===== src/rtl/load_store_unit.sv =====
// Load/store unit between a core request port and a single-port synchronous RAM.
// Handles sub-word stores, sign/zero-extended loads, and split reads for word-crossing loads.
module load_store_unit #(
    parameter int unsigned CROSS_EN = 1
) (
    input  logic        clk,
    input  logic        rst,
    input  logic        req_valid,
    output logic        req_ready,
    input  logic        req_we,
    input  logic [2:0]  req_funct3,
    input  logic [31:0] req_addr,
    input  logic [31:0] req_wdata,
    output logic        resp_valid,
    output logic [31:0] resp_rdata,
    output logic        resp_err,
    output logic        mem_we,
    output logic [1:0]  mem_ctrl,
    output logic [31:0] mem_addr,
    output logic [31:0] mem_wdata,
    input  logic [31:0] mem_rdata
);

    localparam logic [1:0] STORE_B  = 2'b00;
    localparam logic [1:0] STORE_HW = 2'b01;
    localparam logic [1:0] STORE_W  = 2'b10;
    localparam logic       CROSS    = (CROSS_EN != 0);

    typedef enum logic [2:0] {
        IDLE,
        ISSUE,
        CAP_LO,
        CAP_HI,
        STORE,
        RESP
    } state_t;

    state_t      state, state_n;
    logic [2:0]  op_f3, op_f3_n;
    logic [1:0]  op_off, op_off_n;
    logic        op_cross, op_cross_n;
    logic [31:0] word_lo, word_lo_n;

    logic        mem_we_n;
    logic [1:0]  mem_ctrl_n;
    logic [31:0] mem_addr_n;
    logic [31:0] mem_wdata_n;
    logic        resp_valid_n;
    logic [31:0] resp_rdata_n;
    logic        resp_err_n;

    logic [1:0]  req_off;
    logic        store_ok;
    logic        load_ok;
    logic        load_cross;

    // {hi,lo} shifted by the byte offset, then truncated and extended per funct3.
    function automatic logic [31:0] extract(input logic [2:0]  f3,
                                            input logic [1:0]  off,
                                            input logic [31:0] lo,
                                            input logic [31:0] hi);
        logic [63:0] sh;
        sh = {hi, lo} >> {off, 3'b000};
        case (f3)
            3'b000:  extract = {{24{sh[7]}}, sh[7:0]};
            3'b100:  extract = {24'h000000, sh[7:0]};
            3'b001:  extract = {{16{sh[15]}}, sh[15:0]};
            3'b101:  extract = {16'h0000, sh[15:0]};
            default: extract = sh[31:0];
        endcase
    endfunction

    assign req_off  = req_addr[1:0];
    assign store_ok = (req_funct3 == 3'b000)
                   || (req_funct3 == 3'b001 && req_off != 2'd3)
                   || (req_funct3 == 3'b010 && req_off == 2'd0);
    assign load_ok  = (req_funct3 == 3'b000) || (req_funct3 == 3'b001)
                   || (req_funct3 == 3'b010) || (req_funct3 == 3'b100)
                   || (req_funct3 == 3'b101);
    assign load_cross = ((req_funct3[1:0] == 2'b01) && req_off == 2'd3)
                     || ((req_funct3 == 3'b010) && req_off != 2'd0);

    // Ready is decoded from the state flop and forced low while reset is held.
    assign req_ready = (state == IDLE) && !rst;

    always_comb begin
        state_n      = state;
        op_f3_n      = op_f3;
        op_off_n     = op_off;
        op_cross_n   = op_cross;
        word_lo_n    = word_lo;
        mem_we_n     = 1'b0;
        mem_ctrl_n   = mem_ctrl;
        mem_addr_n   = mem_addr;
        mem_wdata_n  = mem_wdata;
        resp_valid_n = 1'b0;
        resp_rdata_n = resp_rdata;
        resp_err_n   = resp_err;

        case (state)
            IDLE: begin
                if (req_valid) begin
                    op_f3_n  = req_funct3;
                    op_off_n = req_off;
                    if (req_we) begin
                        if (store_ok) begin
                            state_n     = STORE;
                            mem_we_n    = 1'b1;
                            mem_addr_n  = req_addr;
                            mem_wdata_n = req_wdata;
                            case (req_funct3[1:0])
                                2'b00:   mem_ctrl_n = STORE_B;
                                2'b01:   mem_ctrl_n = STORE_HW;
                                default: mem_ctrl_n = STORE_W;
                            endcase
                        end else begin
                            state_n      = RESP;
                            resp_valid_n = 1'b1;
                            resp_err_n   = 1'b1;
                            resp_rdata_n = '0;
                        end
                    end else if (load_ok) begin
                        state_n    = ISSUE;
                        mem_addr_n = {req_addr[31:2], 2'b00};
                        op_cross_n = load_cross;
                    end else begin
                        state_n      = RESP;
                        resp_valid_n = 1'b1;
                        resp_err_n   = 1'b1;
                        resp_rdata_n = '0;
                    end
                end
            end
            ISSUE: begin
                state_n = CAP_LO;
                // Next word address is presented during CAP_LO; wraps past 0xFFFFFFFC.
                if (op_cross && CROSS) begin
                    mem_addr_n = mem_addr + 32'd4;
                end
            end
            CAP_LO: begin
                word_lo_n = mem_rdata;
                if (op_cross) begin
                    if (CROSS) begin
                        state_n = CAP_HI;
                    end else begin
                        state_n      = RESP;
                        resp_valid_n = 1'b1;
                        resp_err_n   = 1'b1;
                        resp_rdata_n = '0;
                    end
                end else begin
                    state_n      = RESP;
                    resp_valid_n = 1'b1;
                    resp_err_n   = 1'b0;
                    resp_rdata_n = extract(op_f3, op_off, mem_rdata, '0);
                end
            end
            CAP_HI: begin
                state_n      = RESP;
                resp_valid_n = 1'b1;
                resp_err_n   = 1'b0;
                resp_rdata_n = extract(op_f3, op_off, word_lo, mem_rdata);
            end
            STORE: begin
                state_n      = RESP;
                resp_valid_n = 1'b1;
                resp_err_n   = 1'b0;
                resp_rdata_n = '0;
            end
            RESP: begin
                state_n = IDLE;
            end
            default: begin
                state_n = IDLE;
            end
        endcase
    end

    always_ff @(posedge clk or posedge rst) begin
        if (rst) begin
            state      <= IDLE;
            op_f3      <= '0;
            op_off     <= '0;
            op_cross   <= 1'b0;
            word_lo    <= '0;
            mem_we     <= 1'b0;
            mem_ctrl   <= STORE_W;
            mem_addr   <= '0;
            mem_wdata  <= '0;
            resp_valid <= 1'b0;
            resp_rdata <= '0;
            resp_err   <= 1'b0;
        end else begin
            state      <= state_n;
            op_f3      <= op_f3_n;
            op_off     <= op_off_n;
            op_cross   <= op_cross_n;
            word_lo    <= word_lo_n;
            mem_we     <= mem_we_n;
            mem_ctrl   <= mem_ctrl_n;
            mem_addr   <= mem_addr_n;
            mem_wdata  <= mem_wdata_n;
            resp_valid <= resp_valid_n;
            resp_rdata <= resp_rdata_n;
            resp_err   <= resp_err_n;
        end
    end

endmodule

===== config.mk =====
export PLATFORM = sky130hd
export DESIGN_NAME = load_store_unit
export DESIGN_NICKNAME = d
export VERILOG_FILES = /design/src/rtl/load_store_unit.sv
export SDC_FILE = /design/constraint.sdc
export NUM_CORES = 1
export LEC_CHECK = 0
export BUFFER_PORTS_ARGS = -buffer_cell sky130_fd_sc_hd__buf_2
export CAP_MARGIN = 25
export CORE_ASPECT_RATIO = 0.7
export CORE_UTILIZATION = 49
export DETAILED_ROUTE_END_ITERATION = 8
export HOLD_SLACK_MARGIN = 0.15
export PLACE_DENSITY = 0.79
export SYNTH_ARGS = -nofsm -noshare
export SYNTH_HDL_FRONTEND = slang
export SYNTH_SLANG_ARGS = --single-unit

===== constraint.sdc =====
create_clock -name clk -period 14.05 [get_ports clk]
set_clock_uncertainty 0.2 [all_clocks]
set_input_delay 3.5125 -clock clk [delete_from_list [all_inputs] [get_ports clk]]
set_output_delay 3.5125 -clock clk [all_outputs]
set_load 0.005 [all_outputs]

Word-level counts from Yosys, hierarchy flattened
Cells that the tools add are included.

word-level totals
  flip-flop bits (word level) = 142
  output and inout port bits = 102
  word-level logic and storage cells = 103
  bits of input ports = 103

cells by class
  bitwise logic cells = 1
  reduce and logical (&&, ||, !) cells = 29
  shifts and indexed selects = 2
  add/subtract/negate cells = 1
  eq/ne operators = 21
  multiplexer cells = 37

operators by type and width
  kind                                           count
  case mux 32 bit (4 select lines)               3
  2-to-1 mux 32 bit                              10
  case mux 32 bit (2 select lines)               1
  right shift 64 x 5 -> 32 bit                   1
  adder 32 x 3 -> 32 bit, second input constant  1
  right shift 32 x 5 -> 32 bit                   1
  == test 3 bit, second input constant           5
  2-to-1 mux 1 bit                               15
  AND reduction 5 bit                            3
  2-to-1 mux 3 bit                               4
  inequality test 3 bit, second input constant   4
  case mux 3 bit (4 select lines)                1
  == test 3 x 1 -> 1 bit, second input constant  3
  == test 3 x 2 -> 1 bit, second input constant  3
  zero test 3 bit                                3
  inequality test 2 bit, second input constant   4
  AND reduction 4 bit                            2
  logical OR 1 bit                               7
  case mux 1 bit (3 select lines)                2
  logical AND 1 bit                              5
  zero test 2 bit                                2
  case mux 2 bit (2 select lines)                1
  nonzero test 2 bit                             2
  nonzero test 4 bit                             1
  7 further kinds                                7

Longest topological paths before layout
  depth in word-level cells = 9
  gate-level depth with buffers = 8

Least setup slack after synthesis
OpenSTA, ideal clock, no wires.

  path type = input -> output
  start point = input rst
  end point = output req_ready
  cell stages on the path = 1
  slack = 6.719 ns
  arrival time = 3.619 ns
  cells stage by stage = nor2_1

between the ends
  cells in the longest elaborated chain, start to end = 2

RTL lines
  what                       RTL line  text
  start: declaration         7         input logic rst,
  zero test 1 bit (no line)  --
  logical AND 1 bit          84        assign req_ready = (state == IDLE) && !rst;
  end: declaration           9         output logic req_ready,

No other way between the ends.

Final worst setup path
Ends and elaborated chain as after synthesis.

==> results.toml <==
[timing]
final_hold_viol_count = 0
period_minus_slack_ps = 7570
tns_ps = 0
rsz0062_at_grt = "false"
finalSetupViolCount = 0
relSlewSlack_pct = 35.6
worst_slew_pin_slew_ps = 966
fin_crit_sh_pct = 53.9
drv_slew = 0
clock.fmax_mhz = 132

[placed_design]
place_area_mm2 = 0.00906
port_buffers = 204
place.gp.congestion = 0.878
hpwlAfterDp_mm = 14.5

[hold_path]
hold_path_end = "word_lo[6]$_DFFE_PP0P_"
min_from = "word_lo[6]$_DFFE_PP0P_"
hp-class = "reg2reg"
min_path_cells = 2

[cts]
cts_max_path_buffers = 2
clkSinkCount = 142
clockRootBuffer = "clkbuf_16"
clkTransAtPathRegs_ps = 60
numCtsBuffers = 17
cts_resized = 0
cts_setup_buffers = 0
hold_buffers = 0
htree_levels = 4
cts_tree = "done"
clk_latency_ps = 420

[logic_synthesis]
synth-seq-cells = 142
synthCells = 806
yosysWarnings = 0
yosysTopAreaCell = "dfrtp_1"
syn_area_mm2 = 0.00797
synth_area_leaders = "dfrtp_1 44%, nand2_1 6.3%, mux2_2 5.8%"
synth_edf_count = 0
synth_top_area_share_pct = 44.3
synth_flop_cell = "dfrtp_1"
ys_types = 68
synth_nets = 910
synthMostInstantiatedCell = "dfrtp_1"
synthTopCellsByCount = "141 x dfrtp_1, 134 x nand2_1, 61 x nor2_1, 52 x a21oi_1, 43 x mux2i_1"
synth_seq_area_share_pct = 44.6
async_flop_share_pct = 100
avgSynthCellArea_um2 = 9.89

[power_and_ir_drop]
pwr-share-comb_pct = 45.6
peakVddDrop_mv = 0.119
finalPower_w = 0.00227
p_sw_share_pct = 40.2
p_int_w = 0.00136
power_frac_seq_pct = 34.7
p_sw_w = 0.000913
p_clk_share_pct = 19.6
p_leak_nw = 4.45
power_density_mw_per_mm2 = 235

[floorplanning]
core-area_mm2 = 0.0157
io_pins = 205
fp.dieArea_mm2 = 0.0168
start_util_pct = 50.8
fp.dieW_um = 154
fp.dieH_um = 109
rows = 38

[critical_path]
worstSetupPathType = "in2out"
cpPeakStageDelay_ps = 130
worstSetupEndpointType = "output pin"
crit_slowest_cell = "buf_2"
crit_chain = "buf_2 -> nor2_1 -> buf_2"
cp_max_fo = 2
cp.required_ps = 10340
timing.rr.start = "state[1]$_DFFE_PP0N_"
reg2reg_to = "resp_rdata[24]$_DFFE_PP0P_"
rr_worst_depth = 6
cp_common_cell = "buf_2"
startpoint_type = "input pin"
critical_path_arrival_ps = 3860
ff2ff_setup_slack_ps = 11110

[cells_and_area]
antennaDiodeCount = 0
design_area_mm2 = 0.00967
area_growth_pct = 21.3
drive_gt1_share_pct = 33.9
fin_nets = 1087

[job]
cap_violations = 0

[grt]
grt_pass1_wl_mm = 34.1
grt_antenna_before_repair = 0
overflow = 0
grt_pass1_vias = 6390
grt_max_degree = 83
grt_usage_pct = 26.1

[run_status]
outcome = "finished clean"

[detailed_routing]
via_per_inst = 5.99
post-route-drc-count = 0
drt_pre_antenna_iters = 5
ant_nets = 0
route.vias.total = 7159
wire_per_inst_um = 17.9
routed_wl_mm = 21.4
drtIter0Drc = 657
==> critical path: cells and delay by family <==
kind / cells / cell delay [ps]
AND/OR/NAND/NOR: 1 / 100
buffers and inverters: 2 / 250
==> through the flow <==
step	std cells	util (%)	hold WS, ps	worst slack (ps)
3_3_place_gp	1163	57.8	257	6460
5_1_grt	1196	61.6	293	6450
6_report	1196	61.6	276	6480
4_1_cts	1195	61.5	279	6480
3_5_place_dp	1163	57.8	262	6480
2_1_floorplan	806	-	241	6530
==> registers in the layout, indices dropped and copies added (netlist names) <==
register and count:
op_off 2, word_lo 32, mem_we 1, mem_ctrl 2, resp_err 1, op_cross 1, op_f3 3, resp_valid 1
mem_wdata 32, state 3, mem_addr 32, resp_rdata 32
==> cells by family (layout without fill, tap and decap cells) <==
family | count (synthesis) | in the layout | share of synthesized area [%]
and+or+nand+nor | 267 | 267 | 15.4
AOI/OAI and AO/OA | 221 | 221 | 19.5
adders and majority gates | 1 | 1 | 0.157
muxes | 102 | 102 | 16.1
buffers and inverters | 73 | 263 | 4.27
DFF | 142 | 142 | 44.6
==> metal layers <==
| layer | up-vias | part of all wire (%) | track usage [%] | wire [µm] |
|---|---|---|---|---|
| li1 | 3310 | - | - | - |
| met4 | 0 | 1.1 | 6.65 | 232 |
| met1 | 3428 | 47 | 40.7 | 10100 |
| met5 | - | 0 | 0 | 0 |
| met2 | 398 | 41 | 35.6 | 8890 |
| met3 | 23 | 10 | 6.40 | 2220 |
==> power groups by stage <==
stage | sequential (W) | clock, W | combinational, W
after floorplan | 0.000755 | 0 | 0.000734
after CTS | 0.000784 | 0.000452 | 0.00103
final | 0.000788 | 0.000446 | 0.00103
after detailed placement | 0.000788 | 0 | 0.00103
after global routing | 0.000818 | 0.000471 | 0.00114
after global placement | 0.000780 | 0 | 0.000992
==> layout make-up <==
class / count / area [µm²]
Clock buffer: 20 / 457
Clock inverter: 12 / 124
Fill cell: 1326 / 6020
Inverter: 18 / 72.6
Multi-Input combinational cell: 591 / 4100
Sequential cell: 142 / 3560
Tap cell: 200 / 250
Timing Repair Buffer: 213 / 1110
==> layout by cell type (no fill, tap or decap), types with 17 or more instances in the layout <==
master / netlist / layout
o22a_1: 23 / 23
buf_2: 17 / 204
o21ai_0: 29 / 29
a21oi_1: 52 / 52
mux2i_1: 43 / 43
nor2_1: 61 / 61
o21ai_1: 17 / 17
mux4_2: 17 / 17
clkbuf_16: 0 / 17
inv_1: 18 / 17
nand2_1: 134 / 134
dfrtp_1: 141 / 139
mux2_2: 41 / 41
==> worst max-delay path by stage <==
stage,slack (ps),startpoint,depth (start not counted),end
global route,6450,rst,3,req_ready
global placement,6460,rst,3,req_ready
CTS,6480,rst,3,req_ready
finish,6480,rst,3,req_ready
detailed placement,6480,rst,3,req_ready
floorplan,6530,rst,1,mem_addr[0]$_DFFE_PP0P_
Power figures use the tool's default switching activity.
